**src/rtl/chi_pkg.sv**
```systemverilog
// Shared CHI request-node arbiter definitions: command encodings, FSM states
// and the legal-command check.
package chi_pkg;

    localparam logic [3:0] CHI_CMD_READ  = 4'b0001;
    localparam logic [3:0] CHI_CMD_WRITE = 4'b0010;

    typedef enum logic [1:0] {
        ARB_IDLE  = 2'd0,
        ARB_ISSUE = 2'd1,
        ARB_WAIT  = 2'd2,
        ARB_RESP  = 2'd3
    } arb_state_e;

    function automatic logic is_legal_cmd(input logic [3:0] cmd);
        return (cmd == CHI_CMD_READ) || (cmd == CHI_CMD_WRITE);
    endfunction

endpackage

```
**src/rtl/chi_rr_picker.sv**
```systemverilog
// Combinational round-robin picker: returns the first set request bit at or
// above rr_ptr, wrapping at NUM_RN.
module chi_rr_picker #(
    parameter int NUM_RN = 4,
    parameter int PW     = $clog2(NUM_RN)
) (
    input  logic [NUM_RN-1:0] req,
    input  logic [PW-1:0]     rr_ptr,
    output logic [PW-1:0]     grant_idx,
    output logic              any
);

    logic [PW-1:0] probe;

    always_comb begin
        grant_idx = '0;
        any       = 1'b0;
        probe     = '0;
        for (int i = 0; i < NUM_RN; i++) begin
            probe = PW'((int'(rr_ptr) + i) % NUM_RN);
            if (!any && req[probe]) begin
                any       = 1'b1;
                grant_idx = probe;
            end
        end
    end

endmodule

```
**src/rtl/chi_rn_arbiter.sv**
```systemverilog
// Round-robin arbiter sharing one CHI Home Node channel between NUM_RN request
// nodes; one transaction in flight, with a response timeout.
module chi_rn_arbiter
    import chi_pkg::*;
#(
    parameter int NUM_RN  = 4,
    parameter int ADDR_W  = 32,
    parameter int DATA_W  = 32,
    parameter int TIMEOUT = 64
) (
    input  logic                     clk,
    input  logic                     reset,
    input  logic [NUM_RN-1:0]        rn_req_valid,
    output logic [NUM_RN-1:0]        rn_req_ready,
    input  logic [NUM_RN*ADDR_W-1:0] rn_addr,
    input  logic [NUM_RN*4-1:0]      rn_command,
    input  logic [NUM_RN*DATA_W-1:0] rn_write_data,
    output logic [NUM_RN-1:0]        rn_rsp_valid,
    output logic [DATA_W-1:0]        rn_rsp_data,
    output logic                     rn_rsp_err,
    output logic [ADDR_W-1:0]        hn_addr,
    output logic [3:0]               hn_command,
    output logic [DATA_W-1:0]        hn_write_data,
    output logic                     hn_request_valid,
    input  logic [DATA_W-1:0]        hn_read_data,
    input  logic                     hn_response_valid,
    output logic [1:0]               arb_state
);

    localparam int PW = $clog2(NUM_RN);
    localparam int TW = $clog2(TIMEOUT);
    localparam logic [TW-1:0] TIMER_LAST = TW'(TIMEOUT - 1);

    arb_state_e        state;
    logic [PW-1:0]     rr_ptr;
    logic [PW-1:0]     gnt_idx;
    logic [TW-1:0]     timer;
    logic [PW-1:0]     pick_idx;
    logic              pick_any;

    logic [ADDR_W-1:0] addr_a  [NUM_RN];
    logic [3:0]        cmd_a   [NUM_RN];
    logic [DATA_W-1:0] wdata_a [NUM_RN];

    always_comb begin
        for (int i = 0; i < NUM_RN; i++) begin
            addr_a[i]  = rn_addr[i*ADDR_W +: ADDR_W];
            cmd_a[i]   = rn_command[i*4 +: 4];
            wdata_a[i] = rn_write_data[i*DATA_W +: DATA_W];
        end
    end

    chi_rr_picker #(.NUM_RN(NUM_RN), .PW(PW)) u_picker (
        .req       (rn_req_valid),
        .rr_ptr    (rr_ptr),
        .grant_idx (pick_idx),
        .any       (pick_any)
    );

    // Handshake: a requester holds rn_req_valid with stable payload until it
    // sees rn_req_ready; ready is a one-cycle pulse in IDLE and the payload is
    // captured on that same clock edge. Requests withdrawn earlier are ignored.
    always_comb begin
        rn_req_ready = '0;
        if (!reset && state == ARB_IDLE && pick_any) begin
            rn_req_ready[pick_idx] = 1'b1;
        end
    end

    assign arb_state = state;

    always_ff @(posedge clk) begin
        if (reset) begin
            state            <= ARB_IDLE;
            rr_ptr           <= '0;
            gnt_idx          <= '0;
            timer            <= '0;
            rn_rsp_valid     <= '0;
            rn_rsp_data      <= '0;
            rn_rsp_err       <= 1'b0;
            hn_addr          <= '0;
            hn_command       <= '0;
            hn_write_data    <= '0;
            hn_request_valid <= 1'b0;
        end else begin
            case (state)
                ARB_IDLE: begin
                    if (pick_any) begin
                        gnt_idx <= pick_idx;
                        rr_ptr  <= (pick_idx == PW'(NUM_RN - 1)) ? '0 : pick_idx + 1'b1;
                        if (is_legal_cmd(cmd_a[pick_idx])) begin
                            hn_addr          <= addr_a[pick_idx];
                            hn_command       <= cmd_a[pick_idx];
                            hn_write_data    <= wdata_a[pick_idx];
                            hn_request_valid <= 1'b1;
                            state            <= ARB_ISSUE;
                        end else begin
                            // Illegal command never reaches the Home Node.
                            rn_rsp_valid <= NUM_RN'(1) << pick_idx;
                            rn_rsp_data  <= '0;
                            rn_rsp_err   <= 1'b1;
                            state        <= ARB_RESP;
                        end
                    end
                end
                ARB_ISSUE: begin
                    hn_request_valid <= 1'b0;
                    timer            <= '0;
                    state            <= ARB_WAIT;
                end
                ARB_WAIT: begin
                    // A response arriving on the last timer cycle still wins.
                    if (hn_response_valid) begin
                        rn_rsp_valid <= NUM_RN'(1) << gnt_idx;
                        rn_rsp_data  <= (hn_command == CHI_CMD_READ) ? hn_read_data : '0;
                        rn_rsp_err   <= 1'b0;
                        state        <= ARB_RESP;
                    end else if (timer == TIMER_LAST) begin
                        rn_rsp_valid <= NUM_RN'(1) << gnt_idx;
                        rn_rsp_data  <= '0;
                        rn_rsp_err   <= 1'b1;
                        state        <= ARB_RESP;
                    end else begin
                        timer <= timer + 1'b1;
                    end
                end
                ARB_RESP: begin
                    rn_rsp_valid <= '0;
                    state        <= ARB_IDLE;
                end
                default: state <= ARB_IDLE;
            endcase
        end
    end

endmodule

```
**config.mk**
```make
export PLATFORM = sky130hd
export DESIGN_NAME = chi_rn_arbiter
export DESIGN_NICKNAME = d
export VERILOG_FILES = /design/src/rtl/chi_pkg.sv /design/src/rtl/chi_rr_picker.sv /design/src/rtl/chi_rn_arbiter.sv
export SDC_FILE = /design/constraint.sdc
export NUM_CORES = 1
export LEC_CHECK = 0
export BUFFER_PORTS_ARGS = -buffer_cell sky130_fd_sc_hd__buf_4
export CAP_MARGIN = 25
export CORE_AREA = 8 8 157 159
export DETAILED_ROUTE_END_ITERATION = 8
export DIE_AREA = 0 0 165 167
export GPL_TIMING_DRIVEN = 0
export MAX_ROUTING_LAYER = met4
export PLACE_DENSITY = 0.67
export SLEW_MARGIN = 20
export SYNTH_ARGS = -nofsm -noshare
export SYNTH_HDL_FRONTEND = slang
export SYNTH_SLANG_ARGS = --single-unit
export TNS_END_PERCENT = 1
```
**constraint.sdc**
```tcl
create_clock -name clk -period 2.6 [get_ports clk]
set_input_delay 0.26 -clock clk [delete_from_list [all_inputs] [get_ports clk]]
set_output_delay 0.26 -clock clk [all_outputs]
set_load 0.05 [all_outputs]
```
# After elaboration in Yosys (flattened, before gate mapping)
# Index checks and enable logic that the tools add are counted.
# totals
output_inout_bits,112
ff_bits,118
wordCells,119
inputBits,311
# op_classes
shifts,2
n_addsub,5
n_reduce_logical,23
magnitude_cmp,7
bitwise_logic,1
n_eq_ne,14
mux,56
# op_table
operator,count
$mux 32,9
$bmux 32 s2,2
$pmux 32 s2,1
$mux 4,7
$mux 2,9
$lt 2x3->1 const B,5
$mux 1,15
$mux 6,2
$pmux 4 s3,1
$pmux 6 s2,1
$reduce_and 3->1,3
$bmux 1 s2,4
$bmux 4 s2,1
$eq 4x1->1 const B,2
$ne 2x2->1 const B,4
$pmux 2 s4,1
$reduce_and 4->1,2
$shl 1x2->4 const A,2
$add 6x1->6 const B,1
$eq 2x2->1 const B,3
$eq 6x6->1 const B,1
$logic_and 1x1->1,6
$reduce_bool 2->1,3
$add 2x1->2 const B,2
other kinds (15),21

# Depth between registers and ports, before layout
# depth
ltp_word,21
ltp_mapped,12

# Hierarchy
# Synthesis repeated with hierarchy kept, for this count alone.
# hier_totals
hier_cells,585
hier_area_um2,6022.0
# modules_own_cells
mod,cells_per_inst,n_inst,area_per_inst_um2,seq_area_each_um2
chi_rn_arbiter,570,1,5944.5,2362.3
chi_rr_picker,15,1,77.6,0.0

# Least setup slack after synthesis
# OpenSTA, ideal clock, no wires.
# synth_path
path_type,flip-flop to flip-flop
startpoint,"reg state[0], in the netlist arb_state[0]"
endpoint,reg rn_rsp_valid[0]
path_buffers,2
path_slack_ns,-0.060
arrival_ns,2.589
stages_incl_launch_ff,11
t_required_ns,2.530
cell_sequence,dfxtp_1 > inv_1 > ha_1 > clkbuf_1 > inv_1 > a311oi_1 > a21oi_1 > nand2b_1 > buf_1 > or4_1 > a21oi_1
# synth_between
elab_chain_cells,3
word_cells_on_any_way,9
classes_between,eq/ne (5); mux (1); reduce/logical (3)
# synth_rtl
item,line,rtl
from (decl),chi_rn_arbiter.sv:34,arb_state_e state;
from (signal assigned),chi_rn_arbiter.sv:74,state <= ARB_IDLE;
from (signal assigned),chi_rn_arbiter.sv:96,state <= ARB_ISSUE;
from (signal assigned),chi_rn_arbiter.sv:102,state <= ARB_RESP;
$eq 2x2->1 / $logic_not 2->1 (equally long branches),chi_rn_arbiter.sv:86,case (state)
$ne 3x3->1 (no line) (tied with other cells),-,
$reduce_and 4->1 (no line),-,
to (signal assigned),chi_rn_arbiter.sv:99,rn_rsp_valid <= NUM_RN'(1) << pick_idx;
to (signal assigned),chi_rn_arbiter.sv:114,rn_rsp_valid <= NUM_RN'(1) << gnt_idx;
to (signal assigned),chi_rn_arbiter.sv:119,rn_rsp_valid <= NUM_RN'(1) << gnt_idx;
to (decl),chi_rn_arbiter.sv:18,"output logic [NUM_RN-1:0] rn_rsp_valid,"
# Several ways; a longest one is shown, not always the timed one.
# A chain may end at the register's enable or synchronous reset.

# Worst setup path in the final report
# layout_path
startpoint,reg rr_ptr[1]
endpoint,reg hn_addr[19]
# layout_between
elab_chain_cells,19
word_cells_on_any_way,36
classes_between,add/sub (3); eq/ne (2); mux (22); bitwise (1); reduce/logical (8)
# layout_rtl
item,line,rtl
from (decl),chi_rn_arbiter.sv:35,logic [PW-1:0] rr_ptr;
from (signal assigned),chi_rn_arbiter.sv:90,rr_ptr <= (pick_idx == PW'(NUM_RN - 1)) ? '0 : pick_idx + 1'b1;
"parallel branches: the longest is 19 deep, another holds $add 2x1->2",-,
to (signal assigned),chi_rn_arbiter.sv:92,hn_addr <= addr_a[pick_idx];
to (decl),chi_rn_arbiter.sv:21,"output logic [ADDR_W-1:0] hn_addr,"
# Several ways; the timed one is not identified. The select of a mux whose other input is x is not followed.

==> flow_summary.json <==
{
  "status": "finished, final reports clean",
  "gr-total-overflow": 0,
  "io_buffers": 421,
  "hold_viol": 0,
  "slew-limit-headroom_pct": 51.5,
  "start_util_pct": 31.1,
  "syn_avg_cell_area_um2": 6.77,
  "ys_top_cells_by_count": "nand2_1 (332), nand3_1 (134), dfxtp_1 (118)",
  "cts.root.buffer_cell": "clkbuf_16",
  "vias_per_cell": 5.09,
  "track_usage_pct": 25.3,
  "netlist_area_mm2": 0.00691,
  "ys_warn_count": 0,
  "worst_pin_slew_ns": 0.728,
  "cp-end-kind": "register",
  "worst_r2r_endpoint": "hn_addr[19]",
  "wl_um": 35300,
  "die_x_um": 165,
  "rr_worst_depth": 12,
  "synth.distinct_cells": 52,
  "synth_cells": 1021,
  "antenna_found_initial": 1,
  "ys_ff_latch": 118,
  "peakVddDrop_mv": 0.377,
  "rrSetupSlack_ns": 0.03,
  "fin_area_mm2": 0.0113,
  "yosysSeqAreaShare_pct": 34.2,
  "crit_arrival_ns": 2.85,
  "min_path_type": "in -> reg",
  "pwr-share-seq_pct": 21.0,
  "yosysMostFrequentCell": "nand2_1",
  "postCtsHoldBufs": 0,
  "yosys-top-cells-area": "dfxtp_1 (34%), nand2_1 (18%), nand3_1 (9.7%)",
  "io_pins": 423,
  "fin_cells": 1762,
  "cts.sink_count": 118,
  "yosysTopAreaCellShare_pct": 34.2,
  "hpwl_um": 28700,
  "clock_path_buffers": 2,
  "comb_power_share_pct": 55.2,
  "internal_power_mw": 5.57,
  "cap_violations": 0,
  "rsz0062_at_grt": "true",
  "timing.critical_path.from": "rr_ptr[1]",
  "post_drt_wl_per_cell_um": 20.0,
  "drive_above_1_share_pct": 35.4,
  "post-route-util_pct": 50.7,
  "critPathRequiredTime_ns": 2.88,
  "grt_pass1_wl_um": 52400,
  "fill_cells": 2306,
  "nNetsFinal": 1784,
  "fmax_ghz": 0.389,
  "ys_async_sr_fraction_pct": 0,
  "cts_buffers": 17,
  "powerDensity_mw_per_mm2": 929,
  "fp.dieH_um": 167,
  "synth_ff_type": "dfxtp_1",
  "design.die.area_mm2": 0.0276,
  "drc": 0,
  "clk_latency_ns": 0.41,
  "ant_nets": 0,
  "switching_power_mw": 4.90,
  "dr.pass1.iters": 5,
  "area_delta_synth_final_pct": 63.1,
  "setup_violations": 0,
  "yosysTopAreaCell": "dfxtp_1",
  "dpl.cell_count": 1727,
  "vias": 8965,
  "rows": 55,
  "cp_max_fo": 10,
  "grt_pass1_vias": 9086,
  "critical_path_class": "reg -> reg",
  "p_leak_nw": 5.15,
  "final_max_slew_viol_count": 0,
  "r2r_start": "rr_ptr[1]",
  "period_share_pct": 98.9,
  "gp_congestion": 0.918,
  "worstSetupStartpointType": "register",
  "tritoncts": "yes",
  "clk_pin_slew_worst_paths_ns": 0.06,
  "endpoint": "hn_addr[19]",
  "min_period_ns": 2.57,
  "syn-num-nets": 1342,
  "core_mm2": 0.0222,
  "clockPowerShare_pct": 23.7,
  "drt_iter0_markers": 469,
  "grt_max_degree": 17,
  "synth-edff-count": 0,
  "cts-htree-levels": 4,
  "fin_skew_ns": 0.0142,
  "place_area_mm2": 0.0104,
  "sw_frac_of_total_pct": 46.8
}
==> final cells by class <==
class,instances,area (µm²),share of cell area (%)
multi-input combinational,802,4230,37.5
timing repair buffer,423,3180,28.2
sequential,118,2370,21.0
buffer,94,498,4.42
clock buffer,19,433,3.84
tap,285,357,3.16
clock inverter,12,178,1.58
inverter,7,28.8,0.255
antenna,2,5.00,0.0444
==> critical path, cell delays in order (launching register included) <==
cell and delay (ns):
dfxtp_4 0.39, mux2i_1 0.19, o2bb2ai_1 0.10, or2_1 0.23, buf_4 0.17, inv_4 0.09
nand3_4 0.09, a211o_4 0.39, a21bo_4 0.25, buf_6 0.16, buf_6 0.16, o21ai_1 0.16
a21oi_2 0.07
==> cells by family after synthesis <==
family	count (synthesis)	synth area share (%)
AO/OA/AOI/OAI	174	14.3
XOR/XNOR	4	0.507
adder cells (fa/ha/maj)	10	1.81
buffers and inverters	101	6.23
flip-flops	118	34.2
multiplexers	35	5.25
AND/OR/NAND/NOR	579	37.7
==> flip-flops by register name, summed over array words and instances (netlist names) <==
name and count:
rn_rsp_valid 4, hn_command 4, hn_request_valid 1, timer 6, hn_write_data 32, rr_ptr 2, arb_state 2, rn_rsp_data 32
rn_rsp_err 1, hn_addr 32, gnt_idx 2
==> layer usage <==
metal  GRT usage [%]  vias to the layer above  routed length (µm)
li1                -                     4403                   -
met1            28.6                     4124               14100
met2            42.0                      386               17500
met3            7.59                       52                3040
met4            7.64                        0                 678
met5               -                        -                   0
==> layout by cell type, fill, tap and decap left out, types with 5 or more instances in the layout <==
cell	instances
and3_1	7
inv_1	5
o21ai_2	12
dfxtp_1	116
ha_1	9
buf_4	427
a21oi_1	70
nand3_1	134
mux2i_1	34
clkbuf_2	11
nor2_1	14
o21ai_0	39
o21ai_1	24
buf_6	13
nand2_1	332
nand4_1	69
clkbuf_1	63
nand2b_1	6
clkbuf_16	17
==> power groups by stage <==
stage	registers, mW	clock network (mW)	logic [mW]
detailed placement	2.23	0	5.53
CTS	2.20	2.52	5.65
floorplan	2.88	0	2.96
global placement	2.21	0	5.52
global route	2.23	2.59	6.26
finish	2.20	2.49	5.78
==> how the worst min path moves through the flow <==
stage	depth (start not counted)	slack (ns)	end	start
5_1_grt	3	0.09	rn_rsp_data[8]	hn_read_data[8]
4_1_cts	3	0.09	rn_rsp_data[4]	hn_read_data[4]
6_report	3	0.10	rn_rsp_data[4]	hn_read_data[4]
3_3_place_gp	2	0.44	rn_rsp_data[17]	rn_rsp_data[17]
2_1_floorplan	2	0.40	rn_rsp_data[13]	hn_read_data[13]
3_5_place_dp	2	0.45	rn_rsp_data[23]	rn_rsp_data[23]
==> per-stage QoR <==
| step | setup TNS [ns] | power [mW] | hold slack [ns] | setup slack, ns |
|---|---|---|---|---|
| floorplan | 0 | 5.83 | 0.402 | 0.158 |
| global placement | -10.74 | 7.74 | 0.443 | -0.279 |
| detailed placement | -14.30 | 7.76 | 0.453 | -0.323 |
| CTS | 0 | 10.4 | 0.0914 | 0.0000191 |
| global route | -2.27 | 11.1 | 0.0947 | -0.0680 |
| finish | 0 | 10.5 | 0.103 | 0.0281 |
==> timing repair <==
item | 4_1_cts | 5_1_grt
setup endpoints to repair | 106 | 106
setup buffers | 2 | 0
hold endpoints to repair | 0 | 0
gates resized for setup | 28 | 55
pin swaps | 3 | 3
Power figures use the tool's default switching activity.
